--- config.mk ---
export PLATFORM = sky130hd
export DESIGN_NAME = alu_regfile_ctrl
export DESIGN_NICKNAME = d
export VERILOG_FILES = /design/src/rtl/alu_regfile_ctrl.sv
export SDC_FILE = /design/constraint.sdc
export NUM_CORES = 1
export LEC_CHECK = 0
export CAP_MARGIN = 20
export CORE_MARGIN = 2
export CORE_UTILIZATION = 35
export CTS_BUF_LIST = sky130_fd_sc_hd__clkbuf_8
export CTS_CLUSTER_DIAMETER = 200
export DETAILED_ROUTE_END_ITERATION = 7
export GPL_ROUTABILITY_DRIVEN = 0
export PLACE_DENSITY = 0.65
export SLEW_MARGIN = 0
export SYNTH_ARGS = -nofsm -noshare
export SYNTH_HDL_FRONTEND = slang
export SYNTH_SLANG_ARGS = --single-unit
--- constraint.sdc ---
create_clock -name clk -period 4.1 [get_ports clk]
set_input_delay 1.025 -clock clk [delete_from_list [all_inputs] [get_ports clk]]
set_output_delay 1.025 -clock clk [all_outputs]
set_load 0.05 [all_outputs]
--- src/rtl/alu_regfile_ctrl.sv ---
// Triggered register-file calculator: one command per rising edge of trigger.
// Define ALU_MUL_EN to compile in the multi-cycle shift-add multiplier (op 8).
module alu_regfile_ctrl #(
  parameter int WIDTH = 8,
  parameter int NREGS = 4,
  localparam int SW = $clog2(NREGS)
) (
  input  logic             clk,
  input  logic             reset,
  input  logic             trigger,
  input  logic [3:0]       op,
  input  logic [SW-1:0]    sel_a,
  input  logic [SW-1:0]    sel_b,
  input  logic [SW-1:0]    sel_d,
  input  logic [WIDTH-1:0] data_in,
  output logic [WIDTH-1:0] view_a,
  output logic [WIDTH-1:0] view_b,
  output logic [WIDTH-1:0] result,
  output logic             zero,
  output logic             carry,
  output logic             ovf,
  output logic             busy,
  output logic             done,
  output logic             err
);

  typedef enum logic [1:0] {IDLE, EXEC, MUL, WB} state_t;

  state_t           state_q, state_d;
  logic             trig_q;
  logic             trig_edge;
  logic [WIDTH-1:0] regs [NREGS];

  logic [3:0]       op_q;
  logic [WIDTH-1:0] a_q, b_q, din_q;
  logic [SW-1:0]    sel_a_q, sel_b_q, sel_d_q;

  logic [WIDTH+1:0] alu;
  logic [WIDTH-1:0] alu_res;
  logic             alu_c, alu_v;

`ifdef ALU_MUL_EN
  localparam int CW = (WIDTH > 1) ? $clog2(WIDTH) : 1;
  logic [2*WIDTH-1:0] mcand, acc;
  logic [WIDTH-1:0]   mplier;
  logic [CW-1:0]      cnt;
  logic               mul_last;
  logic [SW-1:0]      sel_hi;

  assign mul_last = (cnt == CW'(WIDTH - 1));
  assign sel_hi   = sel_d_q + 1'b1;
`endif

  function automatic logic is_reserved(input logic [3:0] o);
`ifdef ALU_MUL_EN
    return (o >= 4'hA) && (o <= 4'hC);
`else
    return (o == 4'h8) || ((o >= 4'hA) && (o <= 4'hC));
`endif
  endfunction

  // Returns {carry, ovf, result}; carry doubles as borrow or shifted-out bit.
  function automatic logic [WIDTH+1:0] alu_calc(input logic [3:0] o,
                                                input logic [WIDTH-1:0] a,
                                                input logic [WIDTH-1:0] b);
    logic [WIDTH:0]   ext;
    logic [WIDTH-1:0] res;
    logic             c, v;
    ext = '0;
    res = '0;
    c   = 1'b0;
    v   = 1'b0;
    case (o)
      4'h0: begin
        ext = {1'b0, a} + {1'b0, b};
        res = ext[WIDTH-1:0];
        c   = ext[WIDTH];
        v   = (a[WIDTH-1] == b[WIDTH-1]) && (res[WIDTH-1] != a[WIDTH-1]);
      end
      4'h1, 4'h9: begin
        ext = {1'b0, a} - {1'b0, b};
        res = ext[WIDTH-1:0];
        c   = ext[WIDTH];
        v   = (a[WIDTH-1] != b[WIDTH-1]) && (res[WIDTH-1] != a[WIDTH-1]);
      end
      4'h2: res = a & b;
      4'h3: res = a | b;
      4'h4: res = a ^ b;
      4'h5: res = ~a;
      4'h6: begin
        res = {a[WIDTH-2:0], 1'b0};
        c   = a[WIDTH-1];
      end
      4'h7: begin
        res = {1'b0, a[WIDTH-1:1]};
        c   = a[0];
      end
      default: ;
    endcase
    return {c, v, res};
  endfunction

  assign trig_edge = trigger & ~trig_q;
  assign alu       = alu_calc(op_q, a_q, b_q);
  assign alu_res   = alu[WIDTH-1:0];
  assign alu_v     = alu[WIDTH];
  assign alu_c     = alu[WIDTH+1];
  assign view_a    = regs[sel_a];
  assign view_b    = regs[sel_b];

  always_ff @(posedge clk) begin
    if (reset) state_q <= IDLE;
    else       state_q <= state_d;
  end

  always_comb begin
    state_d = state_q;
    busy    = (state_q != IDLE);
    case (state_q)
      IDLE: begin
        if (trig_edge) begin
`ifdef ALU_MUL_EN
          state_d = (op == 4'h8) ? MUL : EXEC;
`else
          state_d = EXEC;
`endif
        end
      end
      EXEC: state_d = IDLE;
`ifdef ALU_MUL_EN
      MUL:  if (mul_last) state_d = WB;
      WB:   state_d = IDLE;
`endif
      default: state_d = IDLE;
    endcase
  end

  always_ff @(posedge clk) begin
    if (reset) begin
      trig_q <= 1'b0;
      done   <= 1'b0;
      err    <= 1'b0;
      result <= '0;
      zero   <= 1'b0;
      carry  <= 1'b0;
      ovf    <= 1'b0;
      for (int i = 0; i < NREGS; i++) regs[i] <= '0;
`ifdef ALU_MUL_EN
      cnt    <= '0;
`endif
    end else begin
      trig_q <= trigger;
      done   <= 1'b0;
      case (state_q)
        // Capture: operands are snapshotted so later input changes are ignored.
        IDLE: begin
          if (trig_edge) begin
            op_q    <= op;
            a_q     <= regs[sel_a];
            b_q     <= regs[sel_b];
            sel_a_q <= sel_a;
            sel_b_q <= sel_b;
            sel_d_q <= sel_d;
            din_q   <= data_in;
`ifdef ALU_MUL_EN
            mcand   <= {{WIDTH{1'b0}}, regs[sel_a]};
            mplier  <= regs[sel_b];
            acc     <= '0;
            cnt     <= '0;
`endif
          end
        end
        // Single-cycle writeback.
        EXEC: begin
          done <= 1'b1;
          err  <= is_reserved(op_q);
          if (!is_reserved(op_q)) begin
            if (op_q <= 4'h9) begin
              result <= alu_res;
              zero   <= (alu_res == '0);
              carry  <= alu_c;
              ovf    <= alu_v;
            end
            if (op_q <= 4'h8) regs[sel_d_q] <= alu_res;
            case (op_q)
              4'hD: regs[sel_d_q] <= din_q;
              4'hE: begin
                regs[sel_a_q] <= b_q;
                regs[sel_b_q] <= a_q;
              end
              4'hF: regs[sel_d_q] <= a_q;
              default: ;
            endcase
          end
        end
`ifdef ALU_MUL_EN
        // Shift-add step, one multiplier bit per cycle.
        MUL: begin
          if (mplier[0]) acc <= acc + mcand;
          mcand  <= mcand << 1;
          mplier <= mplier >> 1;
          cnt    <= cnt + 1'b1;
        end
        // Multiply writeback: low half to sel_d, high half to the next register.
        WB: begin
          done           <= 1'b1;
          err            <= 1'b0;
          regs[sel_d_q]  <= acc[WIDTH-1:0];
          regs[sel_hi]   <= acc[2*WIDTH-1:WIDTH];
          result         <= acc[WIDTH-1:0];
          zero           <= (acc[WIDTH-1:0] == '0);
          carry          <= |acc[2*WIDTH-1:WIDTH];
          ovf            <= 1'b0;
        end
`endif
        default: ;
      endcase
    end
  end

endmodule

==> results.yml, run 1 <==
floorplanning:
  core_area_mm2: 0.0151
  rows: 45
  die_h_um: 128
  initial_core_util_pct: 35.5
  io_pins: 51
  die_w_um: 128
  dieArea_mm2: 0.0163
timing:
  tightest_slew_ns: 0.880
  slew_violations: 0
  finalHoldViolCount: 0
  finalCritPeriodShare_pct: 88.0
  rsz0062_at_grt: "no"
  max_freq_ghz: 0.277
  finClkSkew_ns: 0.00881
  setup_viol: 0
  maxSlewHeadroom_pct: 41.4
  min_period_ns: 3.61
  tns_ns: 0
drt:
  firstDrtPassIters: 5
  drc: 0
  ant_nets: 0
  finalWirelength_mm: 15.2
  post_drt_wl_per_cell_um: 20.6
  vias: 4383
  avgViaCountPerCell: 5.92
  drt_iter0_markers: 311
yosys:
  synthesis.nets: 549
  synthMuxAreaShare_pct: 9.52
  yosysMostFrequentCell: "edfxtp_1"
  synth.avg_cell_area_um2: 10.7
  ys_ff_latch: 81
  synth-compound-area-share_pct: 20.2
  ys_top_cells_by_area: "edfxtp_1 37%, mux4_2 7.6%, dfxtp_1 5.6%"
  synth_edf_count: 66
  synth_xor_area_share_pct: 0
  synth_top_area_share_pct: 37.0
  netlist_instances: 502
  synth_top_area_cell: "edfxtp_1"
  syn_area_mm2: 0.00535
  yosys_warnings: 0
  synth-async-reset-ratio_pct: 0
  synth_fa_ha_area_share_pct: 6.36
  dominantRegCellSynth: "edfxtp_1"
  synth_seq_area_share_pct: 42.6
  ys_types: 85
  synthSimpleGateAreaFrac_pct: 15.1
  yosys-top-cells-count: "66 x edfxtp_1, 42 x nor2_1, 35 x nand2_1, 34 x a21oi_1, 29 x inv_1"
  synth_top_family_by_area: "compound AO/OA/AOI/OAI gates"
cells_and_area:
  diodes: 0
  n_fill_cell: 1474
  synthToLayoutAreaGrowth_pct: 16.1
  multiInputGateArea_mm2: 0.00275
  design_area_mm2: 0.00621
  nNetsFinal: 594
  drive_gt1_share_pct: 16.5
  register_area_mm2: 0.00228
pwr:
  p_per_area_mw_per_mm2: 329
  peakVddDrop_uv: 172
  p_leak_nw: 2.28
global_route:
  busiest_layer: "met2"
  grt_antenna_before_repair: 0
  grt_util_met2_pct: 32.7
  grt_pass1_wl_mm: 24.0
  grt.met1_usage_pct: 24.0
  grt_pass1_vias: 4384
  met3_usage_pct: 3.30
  grt_max_degree: 35
  grt_usage_pct: 19.1
  gr-total-overflow: 0
clocking:
  clkSinkCount: 81
  clockBufferDepth: 2
  holdBufCountCts: 0
  htree_levels: 3
  cts_root_buf: "clkbuf_8"
  clkSlewWorstSetupHoldPaths_ns: 0.08
  clk_latency_ns: 0.36
  cts_setup_buffers: 0
  cts_resized: 0
  cts_inserted_buffers: 9
  cts_tree: "done"
worst_setup_path:
  path_cells: "clkdlybuf4s50_1 -> buf_12 -> mux4_2 -> buf_4"
  reg2regPathDepth: 9
  end_kind: "output pin"
  worst_setup_path_start_kind: "input port"
  r2r_setup_slack_ns: 0.80
  critPathLaunch: "sel_b[0]"
  crit_fanout: 6
  rr_endpoint: "regs[2][3]"
  critPathArrivalTime_ns: 2.58
  crit_required_ns: 3.07
  slowest_stage: "clkdlybuf4s50_1"
  r2r_start: "a_q[1]"
  worstSetupPathType: "input port to output pin"
  max_stage_delay_ns: 0.65
  critPathCapture: "view_b[5]"
placement:
  place_hpwl_mm: 11.6
  post_dp_cell_area_mm2: 0.00597
  portBuffers: 50
hold_path:
  hp-class: "register to register"
  hold_path.startpoint: "result[5]"
job:
  cap_violations: 0
outcome:
  status: "finished clean"
-- state kept, by name (all words and copies together) (netlist names), 4 cells and up --
signal and count:
op_q 4, din_q 8, result 8, a_q 8, b_q 8, regs 32
-- worst min path at each step --
stage                     cells after the start         end  slack, ns
after floorplan                               1  state_q[0]       0.42
final                                         2   result[5]       0.46
after global routing                          1  state_q[0]       0.50
after CTS                                     2   result[5]       0.47
after detailed placement                      2   result[5]       0.45
after global placement                        2   result[5]       0.45
-- final cells by class --
| cell class | instances | area share, % |
|---|---|---|
| flip-flops and latches | 81 | 36.7 |
| repair buffers | 66 | 9.55 |
| multi-input cells | 358 | 44.2 |
| inverters | 31 | 1.87 |
| well taps | 188 | 3.79 |
| clock inverters | 7 | 1.87 |
| clock buffers | 9 | 1.99 |
-- metrics by stage --
stage,cells,hold slack (ns),total power [mW],worst slack [ns],util (%)
floorplan,502,0.419,1.23,0.902,-
global placement,724,0.448,1.35,0.507,39.6
detailed placement,724,0.454,1.35,0.461,39.6
CTS,740,0.465,2.05,0.461,41.2
global route,740,0.499,2.12,0.425,41.2
finish,740,0.462,2.05,0.494,41.2
-- critical path, delay by kind of cell --
family	cells	cell delay, ns
mux	1	0.52
buf+inv	3	1.03
-- report_power, final --
| part | switching, mW | internal [mW] | total (mW) |
|---|---|---|---|
| Clock | 0.299 | 0.406 | 0.705 |
| Sequential | 0.0355 | 0.928 | 0.964 |
| Combinational | 0.235 | 0.142 | 0.377 |
| Total | 0.570 | 1.48 | 2.05 |
-- layout by cell type (no fill, tap or decap), drive strengths merged, types with 5 or more instances in the layout --
master | netlist | final
clkbuf | 18 | 9
mux4 | 18 | 18
o22ai | 15 | 15
nand3 | 6 | 6
mux2i | 7 | 7
nor3b | 8 | 8
buf | 14 | 32
o21ai | 20 | 20
ha | 24 | 24
clkdlybuf4s50 | 0 | 34
nand2b | 7 | 7
and2 | 8 | 8
edfxtp | 66 | 66
o211ai | 6 | 6
a211oi | 8 | 8
nor3 | 13 | 13
a22oi | 7 | 7
a21o | 8 | 8
or3 | 5 | 5
dfxtp | 15 | 15
a21oi | 35 | 35
a22o | 5 | 5
nand2 | 35 | 35
nor2 | 42 | 42
nor2b | 6 | 6
inv | 31 | 33
-- per-layer routing --
layer | vias up | wire [um]
li1 | 2017 | -
met1 | 2134 | 6160
met5 | - | 0
met4 | 0 | 492
met2 | 198 | 7550
met3 | 34 | 1040
-- cells by family after synthesis --
logic type,Yosys count
buf+inv,63
compound gates,152
simple gates,152
fa+ha+maj,26
mux,28
flops,81
No activity file was read; power rests on OpenSTA's default activity.
==> run 2, diff against run 1 <==
--- a/config.mk
+++ b/config.mk
@@ -12,7 +12,7 @@
 export CTS_CLUSTER_DIAMETER = 200
 export DETAILED_ROUTE_END_ITERATION = 7
 export GPL_ROUTABILITY_DRIVEN = 0
-export PLACE_DENSITY = 0.65
+export PLACE_DENSITY = 0.63
 export SLEW_MARGIN = 0
 export SYNTH_ARGS = -nofsm -noshare
 export SYNTH_HDL_FRONTEND = slang
==> constraint.sdc (replaced) <==
create_clock -name clk -period 3.4 [get_ports clk]
set_input_delay 0.85 -clock clk [delete_from_list [all_inputs] [get_ports clk]]
set_output_delay 0.85 -clock clk [all_outputs]
set_load 0.05 [all_outputs]
==> run 2 against run 1 <==
Effect of this change:
- global-route usage increased by 0.74 points
- register-to-register slack got worse by 0.57 ns
- largest power group unchanged
- largest cell class unchanged
- core utilization increased by 0.18 points
- wire length increased by 4.4%
- clock-buffer cell count unchanged
==> results.yml, run 2 (synthesized netlist as in run 1, its figures left out) <==
global_route:
  grt_max_degree: 35
  grt_pass1_wl_mm: 24.6
  grt_antenna_before_repair: 0
  grt_usage_pct: 19.9
  grt_pass1_vias: 4472
  gr-total-overflow: 0
placement:
  portBuffers: 50
  post-place-ws_ns: 0.139
  place_hpwl_mm: 12.0
worst_setup_path:
  worst_setup_path_start_kind: "input port"
  crit_required_ns: 2.55
  path_cells: "clkdlybuf4s50_1 -> mux4_2 -> buf_4"
  worstSetupPathType: "input port to output pin"
  max_stage_delay_ns: 0.82
  path_buf_inv: 2
  end_kind: "output pin"
  critPathArrivalTime_ns: 2.34
  cp_top_family: "buffers and inverters"
  slowest_stage: "clkdlybuf4s50_1"
  crit_fanout: 9
cells_and_area:
  largest_register_ffs: 32
  largest_register: "regs"
  synthToLayoutAreaGrowth_pct: 16.6
  layout_common_cells: "66 x edfxtp_1, 42 x nor2_1, 42 x buf_4"
  nNetsFinal: 605
  drive_gt1_share_pct: 17.8
  diodes: 0
  final_common_cell: "edfxtp_1"
clocking:
  clockBufferDepth: 2
  cts_setup_buffers: 0
  cts_root_buf: "clkbuf_8"
  holdBufCountCts: 0
  cts_tree: "done"
  cts_inserted_buffers: 9
  clkSinkCount: 81
  cts_resized: 0
  htree_levels: 3
  clkSlewWorstSetupHoldPaths_ns: 0.07
  clk_latency_ns: 0.38
floorplanning:
  core_area_mm2: 0.0151
  initial_core_util_pct: 35.5
  dieArea_mm2: 0.0163
  rows: 45
  io_pins: 51
  die_w_um: 128
  die_h_um: 128
job:
  cap_violations: 0
timing:
  tns_ns: 0
  finalCritPeriodShare_pct: 93.8
  slew_violations: 0
  finalHoldViolCount: 0
  min_period_ns: 3.19
  max_freq_ghz: 0.313
  rsz0062_at_grt: "no"
  setup_viol: 0
  tightest_slew_ns: 0.999
  maxSlewHeadroom_pct: 32.8
  setup_slack_ns: 0.209
  finClkSkew_ns: 0.0129
pwr:
  p_sw_mw: 0.687
  p_int_mw: 1.63
  comb_power_share_pct: 20.1
  peakVddDrop_uv: 275
  power_frac_clock_pct: 29.7
  p_leak_nw: 2.30
  p_total_mw: 2.31
  p_per_area_mw_per_mm2: 371
  p_seq_share_pct: 50.2
  power_switching_share_pct: 29.7
drt:
  drt_iter0_markers: 432
  vias: 4502
  firstDrtPassIters: 5
  ant_nets: 0
  finalWirelength_mm: 15.9
  avgViaCountPerCell: 6.00
  post_drt_wl_per_cell_um: 21.2
  drc: 0
hold_path:
  hp-class: "register to register"
outcome:
  status: "finished clean"
==> run 2: final cells by class <==
class	instances	area (um2)
sequential	81	2280
clock inverter	6	61.3
clock buffer	9	124
inverter	31	116
timing repair buffer	77	676
multi-input combinational	358	2750
fill	1460	8850
tap	188	235
==> run 2: per-stage QoR <==
step	cells	hold slack [ns]	util, %	area (um2)
finish	750	0.462	41.4	6240
global placement	735	0.458	40.1	6050
global route	750	0.496	41.4	6240
detailed placement	735	0.459	40.1	6050
CTS	750	0.469	41.4	6240
floorplan	502	0.419	-	5360
==> run 2: power groups by stage <==
stage	logic, mW	clock network, mW	registers [mW]
floorplan	0.300	0	1.19
global placement	0.452	0	1.18
detailed placement	0.459	0	1.18
CTS	0.461	0.699	1.16
global route	0.493	0.743	1.17
finish	0.466	0.687	1.16
==> run 2: final timing paths <==
check	cells past startpoint	start	slack [ns]	endpoint
max	3	sel_a[1]	0.21	view_a[1]
min	2	ovf	0.46	ovf
max reg2reg	10	a_q[0]	0.23	regs[2][4]
min reg2reg	2	ovf	0.46	ovf
==> run 2: routing by layer <==
metal,wire [um],share of wire (%),vias up,track usage [%]
li1,-,-,2037,-
met1,6550,41,2203,25.5
met2,7680,48,224,32.7
met3,1180,7.4,38,4.30
met4,499,3.1,0,8.08
met5,0,0,-,0
==> run 2: tightest hold or removal path: stages, from the launching register on <==
cell	delay, ns
dfxtp_1	0.31
nand2_1	0.05
a21oi_1	0.05
==> run 3, diff against run 2 <==
--- a/config.mk
+++ b/config.mk
@@ -5,14 +5,13 @@
 export SDC_FILE = /design/constraint.sdc
 export NUM_CORES = 1
 export LEC_CHECK = 0
-export CAP_MARGIN = 20
 export CORE_MARGIN = 2
-export CORE_UTILIZATION = 35
+export CORE_UTILIZATION = 45
 export CTS_BUF_LIST = sky130_fd_sc_hd__clkbuf_8
 export CTS_CLUSTER_DIAMETER = 200
 export DETAILED_ROUTE_END_ITERATION = 7
 export GPL_ROUTABILITY_DRIVEN = 0
-export PLACE_DENSITY = 0.63
+export PLACE_DENSITY = 0.75
 export SLEW_MARGIN = 0
 export SYNTH_ARGS = -nofsm -noshare
 export SYNTH_HDL_FRONTEND = slang
==> run 3 against run 2 <==
Effect of this change:
- the run now ends with DRC left
- die area fell by 22%
- global-route usage increased by 4.8 points
- sequential power about the same
- core utilization is 13 points higher
- clock-buffer cell count did not move
- largest cell class unchanged
- largest power group unchanged
==> results.yml, run 3 (synthesized netlist as in run 1, its figures left out) <==
cells_and_area:
  multiInputGateArea_mm2: 0.00275
  drive_gt1_share_pct: 17.6
  largest_register: "regs"
  fin_util_pct: 53.9
  diodes: 0
  synthToLayoutAreaGrowth_pct: 15.9
  final_common_cell: "edfxtp_1"
  largest_register_ffs: 32
  layout_common_cells: "66 x edfxtp_1, 42 x nor2_1, 41 x buf_4"
  register_area_mm2: 0.00228
  n_fill_cell: 1002
  fin_cells: 705
  design_area_mm2: 0.00620
  nNetsFinal: 604
job:
  cap_violations: 0
global_route:
  grt_max_degree: 35
  grt_usage_pct: 24.7
  grt_pass1_wl_mm: 24.2
  grt_antenna_before_repair: 0
  gr-total-overflow: 0
  grt_pass1_vias: 4386
timing:
  tns_ns: 0
  min_period_ns: 3.14
  holdWs_ns: 0.467
  finClkSkew_ns: 0.0133
  maxSlewHeadroom_pct: 38.3
  setup_viol: 0
  tightest_slew_ns: 0.925
  rsz0062_at_grt: "no"
  finalHoldViolCount: 0
  slew_violations: 0
  max_freq_ghz: 0.318
  finalCritPeriodShare_pct: 92.4
  setup_slack_ns: 0.259
floorplanning:
  rows: 39
  initial_core_util_pct: 46.5
  die_h_um: 113
  dieArea_mm2: 0.0128
  io_pins: 51
  core_area_mm2: 0.0115
  die_w_um: 113
outcome:
  violations: "DRC"
  status: "complete, but fails checks"
clocking:
  cts_root_buf: "clkbuf_8"
  clkSinkCount: 81
  clkSlewWorstSetupHoldPaths_ns: 0.09
  cts_tree: "done"
  clockBufferDepth: 2
  cts_inserted_buffers: 9
  cts_resized: 0
  htree_levels: 3
  clk_latency_ns: 0.37
  holdBufCountCts: 0
  cts_setup_buffers: 0
hold_path:
  whs_path_depth: 2
  min_to: "result[5]"
  hp-class: "register to register"
  hold_path.startpoint: "result[5]"
pwr:
  p_per_area_mw_per_mm2: 388
  p_total_mw: 2.40
  peakVddDrop_uv: 193
  p_leak_nw: 2.32
worst_setup_path:
  crit_required_ns: 2.55
  worst_setup_path_start_kind: "input port"
  rr_endpoint: "regs[1][7]"
  worstSetupPathType: "input port to output pin"
  slowest_stage: "clkdlybuf4s50_1"
  max_stage_delay_ns: 0.81
  cp_top_family: "buffers and inverters"
  crit_fanout: 9
  path_cells: "clkdlybuf4s50_1 -> mux4_2 -> buf_4"
  reg2regPathDepth: 9
  critPathArrivalTime_ns: 2.29
  r2r_setup_slack_ns: 0.32
  path_buf_inv: 2
  end_kind: "output pin"
  r2r_start: "a_q[4]"
drt:
  avgViaCountPerCell: 6.48
  drc: 4
  ant_nets: 0
  firstDrtPassIters: 8
  post_drt_wl_per_cell_um: 21.6
  finalWirelength_mm: 15.2
  vias: 4570
  drt_iter0_markers: 396
placement:
  post_dp_cell_area_mm2: 0.00599
  post-place-ws_ns: 0.198
  place_hpwl_mm: 11.3
  portBuffers: 50
  dp_cells: 689
## run 3: cell types whose count changed in the layout (fill, tap and decap cells not counted)
cell	previous run	this run
buf_4	42	41
bufinv_16	1	2
inv_1	30	32
clkinv_4	1	2
clkinv_1	1	0
clkinvlp_4	2	0
## run 3: metal layers
layer / wire length, um / share of wire (%) / vias to the layer above / track usage (%)
li1: - / - / 2046 / -
met2: 7280 / 48 / 264 / 40.6
met4: 337 / 2.2 / 0 / 7.80
met5: 0 / 0 / - / 0
met1: 6280 / 41 / 2226 / 33.4
met3: 1330 / 8.7 / 34 / 4.28
## run 3: how the worst max path moves through the flow
| stage | start | endpoint | slack (ns) | depth (start not counted) |
|---|---|---|---|---|
| floorplan | reset | a_q[0] | 0.47 | 3 |
| global placement | reset | regs[2][4] | 0.20 | 7 |
| detailed placement | reset | regs[2][7] | 0.20 | 7 |
| CTS | sel_a[1] | view_a[6] | 0.26 | 3 |
| global route | a_q[4] | regs[1][7] | 0.20 | 9 |
| finish | sel_b[1] | view_b[5] | 0.26 | 3 |
## run 3: power breakdown
group	internal (mW)	leakage (nW)	total, mW	switching [mW]
Sequential	1.12	0.770	1.17	0.0453
Clock	0.409	0.117	0.783	0.375
Combinational	0.176	1.43	0.456	0.281
Total	1.70	2.32	2.40	0.701
## run 3: worst min-delay path, stage by stage (launching register included)
cell and delay, ns:
dfxtp_1 0.32, nand2_1 0.05, a21oi_1 0.06
## run 3: area by class of cell
cell class	count	area share, %
inverters	31	1.88
flip-flops and latches	81	36.8
clock buffers	9	2.00
multi-input cells	358	44.3
repair buffers	76	10.8
clock inverters	7	1.43
well taps	143	2.88
==> RTL change 1: new RTL, settings of run 2 <==
Change the parameter `NREGS` from 4 to 8.
--- a/src/rtl/alu_regfile_ctrl.sv
+++ b/src/rtl/alu_regfile_ctrl.sv
@@ -4,3 +4,3 @@
   parameter int WIDTH = 8,
-  parameter int NREGS = 4,
+  parameter int NREGS = 8,
   localparam int SW = $clog2(NREGS)
Interface: changed (resized sel_a, sel_b and sel_d); port bits go from 51 to 54. The function was not compared with the original's and may differ.
==> RTL change 1 against run 2 <==
Design area up 43%; total power up 53%; synthesized area up 38%; setup slack worse by 0.19 ns; routed wire length up 38%; die area up 37%; count of clock-buffer cells in the layout up 8; critical path type unchanged; sequential cell count up 35.
==> RTL change 1: results (changes against run 2) <==
Parameter                              Value

Worst setup path
  Worst-path cell with the longest stage delay ... mux4_2 (was clkdlybuf4s50_1)
  Critical Path Max Stage Delay ... 0.50 ns (was 0.82 ns)
  Worst flop-to-flop path startpoint ... b_q[1]$_DFFE_PP_ (was a_q[0]$_DFFE_PP_)
  Flop-to-flop setup slack ... 0.15 ns (was 0.23 ns)
  Max FO, Critical Path ... 8 (was 9)

Hold path
  HP Start ... err$_SDFFE_PP0P_ (was ovf$_SDFFE_PP0P_)
  Worst Hold Path EP ... err$_SDFFE_PP0P_ (was ovf$_SDFFE_PP0P_)

Power and ir drop
  Part of the total power dissipated in combinational logic ... 18.4% (was 20.1%)
  Peak supply drop ... 201.3 µV (was 274.7 µV)
  Leakage power ... 3.182 nW (was 2.299 nW)
  Total sequential power ... 1.67 mW (was 1.16 mW)

Status
  Result of the run ... finished, final reports clean (unchanged)

Place
  Placed cell count ... 1016 (was 735)
  HPWL Detailed ... 16500 µm (was 11950 µm)
  DP Worst Slack ... -0.06106 ns (was 0.1387 ns)
  Area after DPL ... 0.008502 mm² (was 0.006055 mm²)

Layout
  Count of filler cells inserted in the layout ... 1989 (was 1460)
  Number of flip-flops in the largest register ... 64 (was 32)
  Layout area overhead ... 20.62% (was 16.60%)
  Net total in the final layout ... 812 (was 605)

Logic synthesis
  Syn Inst Count ... 683 (was 502)
  Post-synthesis mux area share ... 13.89% (was 9.516%)
  Number of nets in the synthesized netlist ... 733 (was 549)
  Register area share after synthesis ... 45.03% (was 42.65%)
  Count of flip-flops with a built-in enable after synthesis ... 101 (was 66)
  Compound-gate portion of the synthesized area ... 15.72% (was 20.15%)
  Ranking of synthesized cells by area ... edfxtp_1, mux4_2, nand2_1 (was edfxtp_1, mux4_2, dfxtp_1)
  Cell variety after synth ... 78 (was 85)

CTS
  TritonCTS buffer count ... 17 (was 9)
  Later-pin clock latency in the skew report ... 0.45 ns (was 0.38 ns)

Route
  Met1 Wirelength ... 8704 µm (was 6551 µm)
  First-pass DRT Iterations ... 6 (was 5)
  Detail-routed via count per cell ... 5.592 (was 6.003)
  Average routed wire per standard cell ... 20.96 µm (was 21.22 µm)
  DRC violation total after the first TritonRoute iteration ... 673 (was 432)
  Count of vias placed by the detailed router ... 5866 (was 4502)
  Met2 Wirelength ... 11190 µm (was 7681 µm)

Global routing
  Vias in the first global route ... 5837 (was 4472)
  Met2 routing resource usage after global routing ... 35.94% (was 32.68%)
  Met1 usage ... 24.24% (was 25.52%)
  Wire length of the first global-routing pass ... 33370 µm (was 24650 µm)
  Largest net degree at the start of global routing ... 38 (was 35)
  GR Util All Layers ... 20.31% (was 19.86%)
  Global Route met3 Usage ... 3.963% (was 4.299%)

Timing
  Fin Clk Skew ... 0.01494 ns (was 0.01294 ns)
[RTL change 1: cell count changes in the layout (fill, tap and decap cells not counted), sizes merged, moves of 9 or more]
cell	before	now
o21ai	20	82
a21oi	35	19
o31ai	3	12
mux4	18	34
o22ai	15	4
nand2	35	103
edfxtp	66	101
mux2	3	18
buf	43	68
[RTL change 1: cell type report]
class	instances	share of cell area (%)
tap	275	3.854
clock inverter	14	1.457
inverter	32	1.401
multi-input combinational	488	41.79
sequential	116	37.33
clock buffer	17	2.621
timing repair buffer	107	11.55
[RTL change 1: how the worst max path moves through the flow]
| stage | from | endpoint | slack [ns] |
|---|---|---|---|
| after floorplan | sel_a[0] | view_a[0] | 0.07 |
| after global placement | sel_b[0] | view_b[6] | -0.05 |
| after detailed placement | sel_a[0] | view_a[1] | -0.06 |
| after CTS | sel_b[0] | view_b[0] | 0.03 |
| after global routing | b_q[1]$_DFFE_PP_ | regs[1][5]$_DFFE_PP_ | 0.002 |
| final | sel_b[0] | view_b[0] | 0.02 |
==> RTL change 2: new RTL, settings of run 2 <==
Without the edit above. Register the output `view_a`, cleared by the reset; this adds one clock of latency there. The other outputs are not delayed to match.
--- a/src/rtl/alu_regfile_ctrl.sv
+++ b/src/rtl/alu_regfile_ctrl.sv
@@ -107,3 +107,9 @@
   assign alu_c     = alu[WIDTH+1];
-  assign view_a    = regs[sel_a];
+  always_ff @(posedge clk) begin
+    if (reset) begin
+      view_a <= '0;
+    end else begin
+      view_a <= regs[sel_a];
+    end
+  end
   assign view_b    = regs[sel_b];
Check against the original RTL: not equivalent (Yosys sat finds a counterexample within 4 cycles, from zero or initial values and one cycle with reset high).
==> RTL change 2 against run 2 <==
Sequential share of layout area up 1.3 points; global-route usage down 0.86 points; critical path type unchanged; synthesized area up 1.7%; design area up 3.2%; routed wire length down 4.6%; sequential power up 9%; clock power up 1%; setup slack better by 0.044 ns; largest cell class unchanged; first-iteration DRC count down 18%; sequential cell count up 8; final cell count up 0.53%; total power up 3.9%.
==> RTL change 2: results (changes against run 2) <==
Parameter                              Value

Status
  Result of the run ... finished, final reports clean (unchanged)

Route
  DRC violation total after the first TritonRoute iteration ... 354 (was 432)
  First-pass DRT Iterations ... 6 (was 5)
  Count of vias placed by the detailed router ... 4369 (was 4502)
  Post-detailed-routing wire length ... 15180 µm (was 15920 µm)

Power and ir drop
  Comb pwr ... 0.449 mW (was 0.466 mW)
  Peak supply drop ... 252.8 µV (was 274.7 µV)
  Net Switching ... 0.6779 mW (was 0.6874 mW)
  Leakage power ... 2.351 nW (was 2.299 nW)
  Fraction of power consumed by the clock network ... 28.9% (was 29.7%)
  Sum of internal, switching and leakage power ... 2.405 mW (was 2.314 mW)

Place
  DP Worst Slack ... 0.1159 ns (was 0.1387 ns)
  Area after DPL ... 0.006262 mm² (was 0.006055 mm²)
  HPWL Detailed ... 11640 µm (was 11950 µm)

Worst setup path
  FF-to-FF path depth ... 9 (was 10)
  Worst flop-to-flop path endpoint ... regs[3][5]$_DFFE_PP_ (was regs[2][4]$_DFFE_PP_)
  Endpoint arrival time on the critical path ... 2.30 ns (was 2.34 ns)
  Flop-to-flop setup slack ... 0.26 ns (was 0.23 ns)
  Critical Path Max Stage Delay ... 0.80 ns (was 0.82 ns)
  Worst flop-to-flop path startpoint ... b_q[1]$_DFFE_PP_ (was a_q[0]$_DFFE_PP_)

CTS
  Clk slew on worst S/H paths ... 0.08 ns
  Later-pin clock latency in the skew report ... 0.37 ns
  Root Buffer Master ... clkbuf_8 (unchanged)
  Post-CTS setup buffers ... 0 (unchanged)

Global routing
  Vias in the first global route ... 4249 (was 4472)
  Wire length of the first global-routing pass ... 23910 µm (was 24650 µm)
  GR Util All Layers ... 18.99% (was 19.86%)

Logic synthesis
  Number of nets in the synthesized netlist ... 543 (was 549)
  Cell variety after synth ... 79 (was 85)
  Top cell types by occurrence after synthesis ... edfxtp_1, nor2_1, nand2_1 (unchanged)
  Ranking of synthesized cells by area ... edfxtp_1, dfxtp_1, mux4_2 (was edfxtp_1, mux4_2, dfxtp_1)
  Fraction of post-synthesis cell area in the top cell type by area ... 36.41% (was 37.04%)
  Register area share after synthesis ... 44.86% (was 42.65%)

Timing
  Normalized max-slew margin ... 52.50% (was 32.85%)
  Fin Clk Skew ... 0.01702 ns (was 0.01294 ns)

Layout
  Net total in the final layout ... 608 (was 605)
  Count of filler cells inserted in the layout ... 1461 (was 1460)
  Register area ... 0.002442 mm² (was 0.002282 mm²)
  Share of layout cells above drive strength 1 ... 18.73% (was 17.79%)
RTL change 2: area by class of cell:
cell class | instances | share of cell area [%]
clock inverter | 7 | 0.8547
sequential | 89 | 37.92
inverter | 29 | 1.690
multi-input combinational | 344 | 41.88
tap | 188 | 3.652
clock buffer | 9 | 1.923
timing repair buffer | 88 | 12.08
RTL change 2: worst max-delay path by stage:
stage	start	to	slack [ns]	cells past startpoint
after floorplan	reset	regs[0][0]$_DFFE_PP_	0.41	5
after global placement	reset	regs[1][7]$_DFFE_PP_	0.14	8
after detailed placement	reset	regs[1][7]$_DFFE_PP_	0.12	8
after CTS	sel_b[1]	view_b[6]	0.27	3
after global routing	b_q[1]$_DFFE_PP_	regs[3][5]$_DFFE_PP_	0.13	9
final	sel_b[1]	view_b[6]	0.25	3
RTL change 2: worst min-delay path, stage by stage (launching register included):
cell and delay (ns):
dfxtp_1 0.33, nand2_1 0.05, a21oi_1 0.05
RTL change 2: through the flow:
stage	instances	hold WS (ns)
2_1_floorplan	496	0.4192
3_3_place_gp	738	0.4490
3_5_place_dp	738	0.4649
4_1_cts	754	0.4787
5_1_grt	754	0.5015
6_report	754	0.4753
RTL change 2: metal layers:
layer  routed length [µm]  vias to the layer above  global-route usage, %
li1                     -                     2006                      -
met1                 6865                     2124                  27.07
met2                 6726                      222                  28.70
met3                 1325                       17                  4.948
met4                  260                        0                  5.307
met5                    0                        -                      0
RTL change 2: cells by family after synthesis:
group | after synthesis | share of synthesized area [%]
multiplexers | 29 | 10.09
AND/OR/NAND/NOR | 150 | 14.50
AO/OA/AOI/OAI | 134 | 17.70
adder cells (fa/ha/maj) | 26 | 6.252
XOR/XNOR | 5 | 0.8046
buffers and inverters | 63 | 5.792
flip-flops | 89 | 44.86
